==> config.mk <==
export PLATFORM = sky130hd
export DESIGN_NAME = pipe_ctrl
export DESIGN_NICKNAME = d
export VERILOG_FILES = /design/src/rtl/pipe_ctrl_pkg.sv /design/src/rtl/pipe_perf_cnt.sv /design/src/rtl/pipe_ctrl.sv
export SDC_FILE = /design/constraint.sdc
export NUM_CORES = 1
export LEC_CHECK = 0
export CAP_MARGIN = 20
export CELL_PAD_IN_SITES_DETAIL_PLACEMENT = 1
export CELL_PAD_IN_SITES_GLOBAL_PLACEMENT = 1
export CORE_AREA = 2 2 108 110
export CTS_BUF_LIST = sky130_fd_sc_hd__clkbuf_4 sky130_fd_sc_hd__clkbuf_8
export DETAILED_ROUTE_END_ITERATION = 8
export DIE_AREA = 0 0 110 112
export DONT_BUFFER_PORTS = 1
export GPL_TIMING_DRIVEN = 1
export PLACE_DENSITY_LB_ADDON = 0.1
export SYNTH_ARGS = -nofsm -noshare
export SYNTH_HDL_FRONTEND = slang
export SYNTH_SLANG_ARGS = --single-unit
==> constraint.sdc <==
create_clock -name clk -period 2.4 [get_ports clk]
set_clock_uncertainty 0.15 [all_clocks]
set_input_delay 0.24 -clock clk [delete_from_list [all_inputs] [get_ports clk]]
set_output_delay 0.24 -clock clk [all_outputs]
set_load 0.01 [all_outputs]
==> src/rtl/pipe_ctrl_pkg.sv <==
// ---------------------------------------------------------------------------
// pipe_ctrl_pkg
//   Shared types and limits for the pipeline sequencing controller.
//   - stage_ctl_t : per-pipeline-register control pair {en, bubble}
//   - perf_cnt_t  : the four performance counters, each PERF_CNT_W wide
//   - MAX_NSTAGE  : largest supported stage count
//   Counters narrower than PERF_CNT_W are zero-extended into perf_cnt_t,
//   so CNT_W must not exceed PERF_CNT_W.
// ---------------------------------------------------------------------------
package pipe_ctrl_pkg;

  localparam int MAX_NSTAGE   = 8;
  localparam int PERF_CNT_W   = 64;
  // Wide enough to index any pipeline register (0 .. MAX_NSTAGE-2).
  localparam int FREEZE_IDX_W = $clog2(MAX_NSTAGE);

  typedef struct packed {
    logic en;      // register loads this cycle
    logic bubble;  // loaded value is forced to an empty slot
  } stage_ctl_t;

  typedef struct packed {
    logic [PERF_CNT_W-1:0] cycle;
    logic [PERF_CNT_W-1:0] instr;
    logic [PERF_CNT_W-1:0] stall;
    logic [PERF_CNT_W-1:0] flush;
  } perf_cnt_t;

endpackage

==> src/rtl/pipe_perf_cnt.sv <==
// ---------------------------------------------------------------------------
// pipe_perf_cnt
//   Performance counters for the pipeline controller (difftest trap event).
//   All counters clear on reset and wrap modulo 2^CNT_W.
// Ports:
//   clk, reset : clock, synchronous active-high reset
//   i_commit   : an instruction retires this cycle
//   i_stall    : this cycle has a freeze point
//   i_flush    : a redirect flush was accepted this cycle
//   o_cnt      : {cycle, instr, stall, flush} counters, zero-extended
// ---------------------------------------------------------------------------
module pipe_perf_cnt
  import pipe_ctrl_pkg::*;
#(
  parameter int CNT_W = 64
) (
  input  logic      clk,
  input  logic      reset,
  input  logic      i_commit,
  input  logic      i_stall,
  input  logic      i_flush,
  output perf_cnt_t o_cnt
);

  logic [CNT_W-1:0] r_cycle;
  logic [CNT_W-1:0] r_instr;
  logic [CNT_W-1:0] r_stall;
  logic [CNT_W-1:0] r_flush;

  always_ff @(posedge clk) begin
    if (reset) begin
      r_cycle <= '0;
      r_instr <= '0;
      r_stall <= '0;
      r_flush <= '0;
    end else begin
      r_cycle <= r_cycle + CNT_W'(1);
      if (i_commit) r_instr <= r_instr + CNT_W'(1);
      if (i_stall)  r_stall <= r_stall + CNT_W'(1);
      if (i_flush)  r_flush <= r_flush + CNT_W'(1);
    end
  end

  always_comb begin
    o_cnt       = '0;
    o_cnt.cycle = PERF_CNT_W'(r_cycle);
    o_cnt.instr = PERF_CNT_W'(r_instr);
    o_cnt.stall = PERF_CNT_W'(r_stall);
    o_cnt.flush = PERF_CNT_W'(r_flush);
  end

endmodule

==> src/rtl/pipe_ctrl.sv <==
// ---------------------------------------------------------------------------
// pipe_ctrl
//   Pipeline sequencing controller for the in-order core. Converts per-stage
//   hazard stalls, bus waits and a branch redirect into per-register
//   load-enable / bubble controls, tracks per-register instruction validity
//   and produces the commit strobe.
//
//   Build option: define PIPE_PERF_CNT_EN to build the performance counters
//   (pipe_perf_cnt). Without it the counter outputs are tied to zero.
//
// Parameters:
//   NSTAGE         : number of stages, 3..8 (NSTAGE-1 pipeline registers)
//   REDIRECT_STAGE : stage resolving branches, 1..NSTAGE-2
//   CNT_W          : performance counter width, at most 64
// Ports:
//   clk, reset  : clock, synchronous active-high reset
//   stall_req   : hazard stall request per stage 0..NSTAGE-2
//   busy        : bus wait per stage 0..NSTAGE-2
//   flush_req   : redirect request; held by the requester until accepted
//   en          : register i loads this cycle (combinational)
//   bubble      : register i loads an empty slot; meaningful while en[i]=1
//   valid       : register i holds a real instruction (registered)
//   commit      : instruction in the last register retires this cycle
//   cycle_cnt, instr_cnt, stall_cnt, flush_cnt : performance counters
//
// Handshake: flush_req is a level request with no queueing; it takes effect
// only in a cycle with no freeze point at or above REDIRECT_STAGE, and the
// requester must keep it asserted until such a cycle.
// ---------------------------------------------------------------------------
module pipe_ctrl
  import pipe_ctrl_pkg::*;
#(
  parameter int NSTAGE         = 5,
  parameter int REDIRECT_STAGE = 1,
  parameter int CNT_W          = 64
) (
  input  logic              clk,
  input  logic              reset,
  input  logic [NSTAGE-2:0] stall_req,
  input  logic [NSTAGE-2:0] busy,
  input  logic              flush_req,
  output logic [NSTAGE-2:0] en,
  output logic [NSTAGE-2:0] bubble,
  output logic [NSTAGE-2:0] valid,
  output logic              commit,
  output logic [CNT_W-1:0]  cycle_cnt,
  output logic [CNT_W-1:0]  instr_cnt,
  output logic [CNT_W-1:0]  stall_cnt,
  output logic [CNT_W-1:0]  flush_cnt
);

  localparam int NREG = NSTAGE - 1;

  logic [NREG-1:0]         w_freeze_vec;
  logic                    w_freeze_any;
  logic [FREEZE_IDX_W-1:0] w_freeze_k;
  logic                    w_flush_acc;
  stage_ctl_t              w_ctl [NREG];
  logic [NREG-1:0]         w_valid_in;
  logic [NREG-1:0]         r_valid;

  assign w_freeze_vec = stall_req | busy;

  // Freeze point: highest register index with a stall or bus wait. The loop
  // runs upward so the last hit wins.
  always_comb begin
    w_freeze_any = 1'b0;
    w_freeze_k   = '0;
    for (int i = 0; i < NREG; i++) begin
      if (w_freeze_vec[i]) begin
        w_freeze_any = 1'b1;
        w_freeze_k   = FREEZE_IDX_W'(i);
      end
    end
  end

  // A freeze at or past the redirect stage would let the redirecting branch
  // stay put, so the flush must wait for it to clear.
  assign w_flush_acc = flush_req &&
                       !(w_freeze_any && (w_freeze_k >= FREEZE_IDX_W'(REDIRECT_STAGE)));

  always_comb begin
    en     = '0;
    bubble = '0;
    for (int i = 0; i < NREG; i++) begin
      w_ctl[i] = '{en: 1'b1, bubble: 1'b0};
      if (reset) begin
        w_ctl[i] = '{en: 1'b1, bubble: 1'b1};
      end else if (w_flush_acc && (i < REDIRECT_STAGE)) begin
        // Wrong-path instructions behind the branch are squashed, even if
        // the register would otherwise hold.
        w_ctl[i] = '{en: 1'b1, bubble: 1'b1};
      end else if (w_freeze_any) begin
        if (FREEZE_IDX_W'(i) < w_freeze_k) begin
          w_ctl[i] = '{en: 1'b0, bubble: 1'b0};
        end else if (FREEZE_IDX_W'(i) == w_freeze_k) begin
          w_ctl[i] = '{en: 1'b1, bubble: 1'b1};
        end
      end
      en[i]     = w_ctl[i].en;
      bubble[i] = w_ctl[i].bubble;
    end
  end

  // Register 0 is fed by fetch, which always presents an instruction.
  assign w_valid_in = {r_valid[NREG-2:0], 1'b1};

  always_ff @(posedge clk) begin
    if (reset) begin
      r_valid <= '0;
    end else begin
      for (int i = 0; i < NREG; i++) begin
        if (en[i]) r_valid[i] <= bubble[i] ? 1'b0 : w_valid_in[i];
      end
    end
  end

  assign valid  = r_valid;
  // The last register can only advance or bubble, never hold, so each
  // instruction is seen here for exactly one cycle.
  assign commit = r_valid[NREG-1];

`ifdef PIPE_PERF_CNT_EN
  perf_cnt_t w_cnt;

  pipe_perf_cnt #(
    .CNT_W (CNT_W)
  ) u_perf_cnt (
    .clk      (clk),
    .reset    (reset),
    .i_commit (commit),
    .i_stall  (w_freeze_any),
    .i_flush  (w_flush_acc),
    .o_cnt    (w_cnt)
  );

  assign cycle_cnt = w_cnt.cycle[CNT_W-1:0];
  assign instr_cnt = w_cnt.instr[CNT_W-1:0];
  assign stall_cnt = w_cnt.stall[CNT_W-1:0];
  assign flush_cnt = w_cnt.flush[CNT_W-1:0];
`else
  assign cycle_cnt = '0;
  assign instr_cnt = '0;
  assign stall_cnt = '0;
  assign flush_cnt = '0;
`endif

endmodule

### Word level (Yosys, flattened, before mapping)

Index checks and enable logic that the tools add are counted.

| storage, ports and cells | value |
|---|---|
| bits of input ports | 11 |
| register bits | 4 |
| output and inout bits | 269 |

| cells by class | value |
|---|---|
| muxes and demuxes | 28 |
| bitwise gates (word level) | 1 |
| equality and inequality tests | 3 |
| reductions and logical operators | 4 |
| $lt $le $gt $ge | 5 |

Operators with widths:

| operator | count |
|---|---|
| 2-to-1 mux 2 bit | 13 |
| 2-to-1 mux 1 bit | 13 |
| equality test 2 x 3 -> 1 bit, first input constant | 2 |
| < comparator 1 x 3 -> 1 bit, first input constant | 2 |
| < comparator 2 x 3 -> 1 bit, first input constant | 2 |
| 2-to-1 mux 3 bit | 2 |
| OR 4 bit | 1 |
| equality test 1 x 3 -> 1 bit, first input constant | 1 |
| greater-or-equal comparator 3 x 1 -> 1 bit, second input constant | 1 |
| logical NOT 3 bit | 1 |
| logical AND 1 bit | 2 |
| logical NOT 1 bit | 1 |

### Longest topological paths before layout

Gate-level depths: netlist of the first run.

| logic depth | value |
|---|---|
| depth after elaboration | 11 |
| gate-level depth with buffers | 3 |
| gate-level depth less buffers | 3 |

### Worst setup path after synthesis of the first run

OpenSTA, ideal clock, no wires.

| timing | value |
|---|---|
| path kind | input-to-output |
| start | in busy[3] |
| end | out bubble[0] |
| path slack | 1.092 ns |
| stages | 3 |
| arrival | 0.918 ns |
| path through | nor4_4 -> nand2_2 -> o21ai_1 |

| between the ends | value |
|---|---|
| longest elaborated chain between the ends | 8 |
| elaborated cells on any way between the ends | 14 |
| classes of those cells | order compare: 2; mux: 7; bitwise: 1; reduce/logical: 4 |

Ends and longest elaborated chain:

| item | RTL line | RTL |
|---|---|---|
| start, declared | pipe_ctrl.sv:40 | `input logic [NSTAGE-2:0] busy,` |
| OR 4 bit (*) | pipe_ctrl.sv:62 | `assign w_freeze_vec = stall_req \| busy;` |
| 2-to-1 mux 3 bit | pipe_ctrl.sv:70 | `if (w_freeze_vec[i]) begin` |
| greater-or-equal comparator 3 x 1 -> 1 bit or logical NOT 3 bit (tied branches) | pipe_ctrl.sv:80, pipe_ctrl.sv:96 |  |
| logical AND 1 bit or 2-to-1 mux 1 bit (tied branches) | pipe_ctrl.sv:80, pipe_ctrl.sv:96 |  |
| logical NOT 1 bit or 2-to-1 mux 2 bit (tied branches) | pipe_ctrl.sv:80, pipe_ctrl.sv:94 |  |
| logical AND 1 bit or 2-to-1 mux 2 bit (tied branches) | pipe_ctrl.sv:79, pipe_ctrl.sv:93 |  |
| 2-to-1 mux 2 bit (*) | pipe_ctrl.sv:89 | `end else if (w_flush_acc && (i < REDIRECT_STAGE)) begin` |
| 2-to-1 mux 2 bit (*) | pipe_ctrl.sv:87 | `if (reset) begin` |
| end, declared | pipe_ctrl.sv:43 | `output logic [NSTAGE-2:0] bubble,` |

Mark *: on every way between the ends. The rest lies on a longest branch, timed or not.

### Worst setup path after layout of the first run

Same ends and word-level chain as after synthesis.

==> impl_metrics.tcl, run 1 <==
set metrics [dict create \
    seq_power_share_pct 16.1 \
    n_antenna_cell 0 \
    status "finished clean" \
    post_dp_cell_area_um2 1360 \
    syn_to_final_growth_pct -34.7 \
    p_per_area_nw_per_um2 296 \
    synth_area_um2 2160 \
    cts_tree "done" \
    first_global_vias 569 \
    drv_slew 0 \
    drt_first_pass_iters 2 \
    fp-row-count 39 \
    clkTransAtPathRegs_ns 0.03 \
    power_frac_clock_pct 34.1 \
    clockRootBuffer "clkbuf_8" \
    gp_congestion 0.589 \
    route.detailed.drc 0 \
    vias_per_cell 2.05 \
    ant_nets 0 \
    htree_num_levels 1 \
    antenna_found_initial 0 \
    die_y_um 112 \
    pin_count 280 \
    power.internal_uw 179 \
    place_ws_ns 0.853 \
    yosysWarningCount 0 \
    cts-buffers-inserted 3 \
    drt-initial-drc-count 11 \
    layout-drive-gt1-share_pct 2.08 \
    grt_pass1_wl_um 3150 \
    hold_viol 0 \
    initial_utilization_pct 19.3 \
    rsz0062_at_grt "false" \
    final_nets 302 \
    die_w_um 110 \
    critPathKind "in -> out" \
    dieArea_um2 12300 \
    grt.total_usage_pct 3.48 \
    hold_class "in -> reg" \
    fin_setup_tns_ns 0 \
    vias 887 \
    timing.slew.headroom_pct 51.0 \
    layout_setup_ws_ns 0.897 \
    cts_setup_buffers 0 \
    swShare_pct 57.0 \
    min_period_over_period_pct 62.6 \
    p_comb_share_pct 49.8 \
    clock_path_buffers 2 \
    wirelength_um 3050 \
    crit_required_ns 2.01 \
    placedCellCount 428 \
    worst_pin_slew_ns 0.728 \
    wl_per_cell_um 7.06 \
    final_area_um2 1410 \
    worstSetupStartpointType "primary input" \
    cp_max_fo 5 \
    fin_cells 432 \
    synthCells 288 \
    grt_max_degree 8 \
    port_buffers 0 \
    gr-total-overflow 0 \
    holdWs_ns 0.0683 \
    power_switching_uw 238 \
    setup_viol 0 \
    clkLatencyLatePin_ns 0.22 \
    cp.arrival_ns 1.11 \
    largest_reg_flops 4 \
    synth.avg_cell_area_um2 7.51 \
    cellLeakagePower_nw 0.937 \
    fmax_mhz 666 \
    hpwlAfterDp_um 2930 \
    drv_cap 0 \
    n_fill_cell 1475 \
    fin_crit_ns 1.50 \
    endpoint_kind "output pin" \
    yosys.cell_types.count 17 \
    numClockSinks 4 \
    synth-seq-cells 4 \
    ys_seq_area_share_pct 3.70 \
    core_um2 11200 \
    peakVddDrop_mv 0.137 \
]
==> cell usage after synthesis (all sizes together) <==
master | instances | area share (%)
dfxtp | 4 | 3.7
nand2 | 6 | 1.2
nor3 | 1 | 0.23
a21oi | 1 | 0.23
nor4 | 1 | 0.98
or3 | 1 | 0.29
inv | 3 | 0.52
conb | 2 | 0.35
nor2 | 3 | 0.52
mux2i | 1 | 0.46
buf | 258 | 90
or2 | 1 | 0.29
o21ai | 4 | 0.93
o32ai | 1 | 0.41
o31ai | 1 | 0.35
==> metrics by stage <==
stage / total power, mW / util [%]
2_1_floorplan: 0.565 / -
3_3_place_gp: 0.260 / 12.2
3_5_place_dp: 0.259 / 12.2
4_1_cts: 0.406 / 12.6
5_1_grt: 0.455 / 12.6
6_report: 0.418 / 12.6
==> cells in the final DEF (no fill, tap or decap) <==
| master | n |
|---|---|
| a21oi_1 | 1 |
| inv_1 | 3 |
| nor2_1 | 3 |
| nor3_1 | 1 |
| or2_2 | 1 |
| dlygate4sd3_1 | 1 |
| nor4_4 | 1 |
| dfxtp_1 | 4 |
| o21ai_1 | 1 |
| nand2_1 | 5 |
| o21ai_0 | 3 |
| nand2_2 | 1 |
| or3_1 | 1 |
| conb_1 | 257 |
| clkbuf_8 | 3 |
| o32ai_1 | 1 |
| mux2i_1 | 1 |
| o31ai_1 | 1 |
==> layer usage <==
layer	vias up	track usage (%)	wire length, µm
li1	362	-	-
met5	-	0	0
met1	370	1.76	469
met2	150	8.67	1910
met4	0	1.52	34
met3	5	0.761	638
==> path summary, 6_finish.rpt <==
check | slack [ns] | end | start | cells after the start
setup reg to reg | 1.43 | valid[1] | valid[1] | 2
hold / removal | 0.07 | valid[2] | stall_req[2] | 3
hold reg to reg | 0.34 | valid[3] | valid[2] | 2
setup / recovery | 0.90 | bubble[0] | busy[3] | 3
==> critical path: stages <==
cell and delay, ns:
nor4_4 0.38, nand2_2 0.15, o21ai_1 0.34
==> repair_timing <==
| action | 4_1_cts | 5_1_grt |
|---|---|---|
| setup endpoints to repair | 0 | 0 |
| gates resized for setup | 0 | 0 |
| hold buffers | 1 | 0 |
| endpoints found under the hold margin | 2 | 0 |
==> power by group through the flow <==
stage	clock, mW	combinational (mW)	sequential [mW]
after floorplan	0	0.497	0.0679
after global placement	0	0.192	0.0680
after detailed placement	0	0.191	0.0680
after CTS	0.146	0.193	0.0671
after global routing	0.153	0.235	0.0670
final	0.143	0.208	0.0671
==> cell families after synthesis <==
| family | after synthesis | share of synthesized area, % |
|---|---|---|
| buffers and inverters | 261 | 90.1 |
| AND/OR/NAND/NOR | 13 | 3.47 |
| AO/OA/AOI/OAI | 7 | 1.91 |
| flip-flops | 4 | 3.70 |
| other | 2 | 0.347 |
| multiplexers | 1 | 0.463 |
==> final cells by class <==
class | count | area [µm²] | area share [%]
tap | 143 | 179 | 12.7
sequential | 4 | 80.1 | 5.67
inverter | 3 | 11.3 | 0.797
multi-input combinational | 278 | 1090 | 77.2
timing repair buffer | 1 | 10.0 | 0.709
clock buffer | 3 | 41.3 | 2.92
No activity file was read; power rests on OpenSTA's default activity.
==> run 2: changes to the inputs <==
--- a/config.mk
+++ b/config.mk
@@ -5,6 +5,7 @@
 export SDC_FILE = /design/constraint.sdc
 export NUM_CORES = 1
 export LEC_CHECK = 0
+export ABC_AREA = 1
 export CAP_MARGIN = 20
 export CELL_PAD_IN_SITES_DETAIL_PLACEMENT = 1
 export CELL_PAD_IN_SITES_GLOBAL_PLACEMENT = 1
==> constraint.sdc (replaced) <==
create_clock -name clk -period 1.49 [get_ports clk]
set_clock_uncertainty 0.15 [all_clocks]
set_input_delay 0.149 -clock clk [delete_from_list [all_inputs] [get_ports clk]]
set_output_delay 0.149 -clock clk [all_outputs]
set_load 0.01 [all_outputs]
==> run 2 against run 1 <==
Effect of this change: first-iteration DRC count is 64% lower; design area is 1.6% higher; clock-buffer cell count stayed put; flip-flop and latch count stayed put; largest power group unchanged; highest routed layer unchanged; critical endpoint unchanged.
==> impl_metrics.tcl, run 2 <==
set metrics [dict create \
    layout-drive-gt1-share_pct 3.37 \
    yosysWarningCount 0 \
    clock_path_buffers 2 \
    grt_max_degree 11 \
    cts-buffers-inserted 3 \
    p_per_area_nw_per_um2 483 \
    cp.arrival_ns 1.10 \
    n_antenna_cell 0 \
    vias_per_cell 2.06 \
    htree_num_levels 1 \
    place_ws_ns 0.0963 \
    synthCells 294 \
    die_y_um 112 \
    cp_max_fo 2 \
    crit_path_start "reset" \
    cts_tree "done" \
    wirelength_um 3160 \
    drt_first_pass_iters 2 \
    grt_pass1_wl_um 3410 \
    drt-initial-drc-count 4 \
    worstSetupStartpointType "primary input" \
    min_period_over_period_pct 93.6 \
    syn_to_final_growth_pct -33.6 \
    post_dp_cell_area_um2 1370 \
    status "finished clean" \
    numClockSinks 4 \
    synth_top_area_cell "buf_4" \
    synth_common_cells "buf_4, nand2_1, inv_1, dfxtp_1" \
    ys_seq_area_share_pct 3.70 \
    synth.most_common_cell "buf_4" \
    largest_reg_flops 4 \
    finish.utilization_pct 12.8 \
    placedCellCount 435 \
    min_from "stall_req[2]" \
    synth-seq-cells 4 \
    synth.avg_cell_area_um2 7.35 \
    synth-edff-count 0 \
    final_nets 310 \
    port_buffers 0 \
    fin_crit_ns 1.39 \
    seq_area_um2 80.1 \
    hold_path_depth 3 \
    design_power_total_uw 693 \
    grt.total_usage_pct 3.72 \
    clkTransAtPathRegs_ns 0.03 \
    crit_required_ns 1.19 \
    die_w_um 110 \
    clockRootBuffer "clkbuf_8" \
    async_flop_share_pct 0 \
    clkLatencyLatePin_ns 0.22 \
    worstReg2RegStart "valid[2]" \
    n_fill_cell 1490 \
    cts_setup_buffers 0 \
    endpoint_kind "output pin" \
    fmax_mhz 717 \
    drv_slew 0 \
    vias 906 \
    fin_cells 440 \
    gp_congestion 0.587 \
    cellLeakagePower_nw 0.966 \
    layout_commonest_cell "conb_1" \
    route.detailed.drc 0 \
    core_um2 11200 \
    antenna_found_initial 0 \
    final_area_um2 1440 \
    yosysTopAreaCellShare_pct 89.6 \
    pin_count 280 \
    drv_cap 0 \
    wl_per_cell_um 7.18 \
    hold_viol 0 \
    initial_utilization_pct 19.3 \
    layout_setup_ws_ns 0.0957 \
    dieArea_um2 12300 \
    rsz0062_at_grt "false" \
    rrSetupSlack_ns 0.60 \
    fin_setup_tns_ns 0 \
    fp-row-count 39 \
    gr-total-overflow 0 \
    synth_area_um2 2160 \
    setup_viol 0 \
    critPathKind "in -> out" \
    ys_top_cells_by_area "buf_4, dfxtp_1, nand2_1, inv_1, nor2_2" \
    ant_nets 0 \
    peakVddDrop_mv 0.127 \
    r2r_cells 2 \
    final_cell_mix "conb_1, nand2_1, inv_1" \
    hold_class "in -> reg" \
    hpwlAfterDp_um 3010 \
    synth_flop_cell "dfxtp_1" \
    multi_input_area_um2 1080 \
    first_global_vias 571 \
    yosys.cell_types.count 16 \
    holdWs_ns 0.000333 \
]
-- run 2: routing by layer --
layer / share of wire [%] / vias to the layer above / wire (µm) / GRT usage, %
li1: - / 378 / - / -
met1: 18 / 374 / 563 / 2.29
met2: 59 / 149 / 1860 / 8.43
met3: 22 / 5 / 699 / 1.41
met4: 1.2 / 0 / 37 / 1.52
met5: 0 / - / 0 / 0
-- run 2: report_power, final --
group / leakage [nW] / internal (mW) / total, mW / switching, mW
registers: 0.0323 / 0.109 / 0.111 / 0.00166
logic: 0.912 / 0.0133 / 0.348 / 0.335
clock network: 0.0216 / 0.173 / 0.234 / 0.0611
total: 0.966 / 0.295 / 0.693 / 0.398
-- run 2: cell type report --
cell class	count	share of cell area, %
flip-flops and latches	4	5.58
inverters	6	1.57
well taps	143	12.5
clock buffers	3	2.88
multi-input cells	281	75.6
repair buffers	3	1.92
-- run 2: path summary, 6_finish.rpt --
kind | to
max reg2reg | valid[2]
min reg2reg | valid[3]
max | bubble[0]
min | valid[2]
-- run 2: cell families after synthesis --
group | synth area share, %
AO/OA/AOI/OAI | 1.22
buffers and inverters | 90.6
flip-flops | 3.70
other | 0.347
AND/OR/NAND/NOR | 4.11
-- run 2: critical path, cell delays in order --
cell           delay (ns)
dlygate4sd3_1        0.58
nor3_2               0.07
a21oi_1              0.29
-- run 2: what timing repair did --
| item | 4_1_cts | 5_1_grt |
|---|---|---|
| hold buffers | 2 | 0 |
| endpoints found under the hold margin | 1 | 0 |
| endpoints found under the setup margin | 0 | 1 |
| gates resized for setup | 0 | 1 |
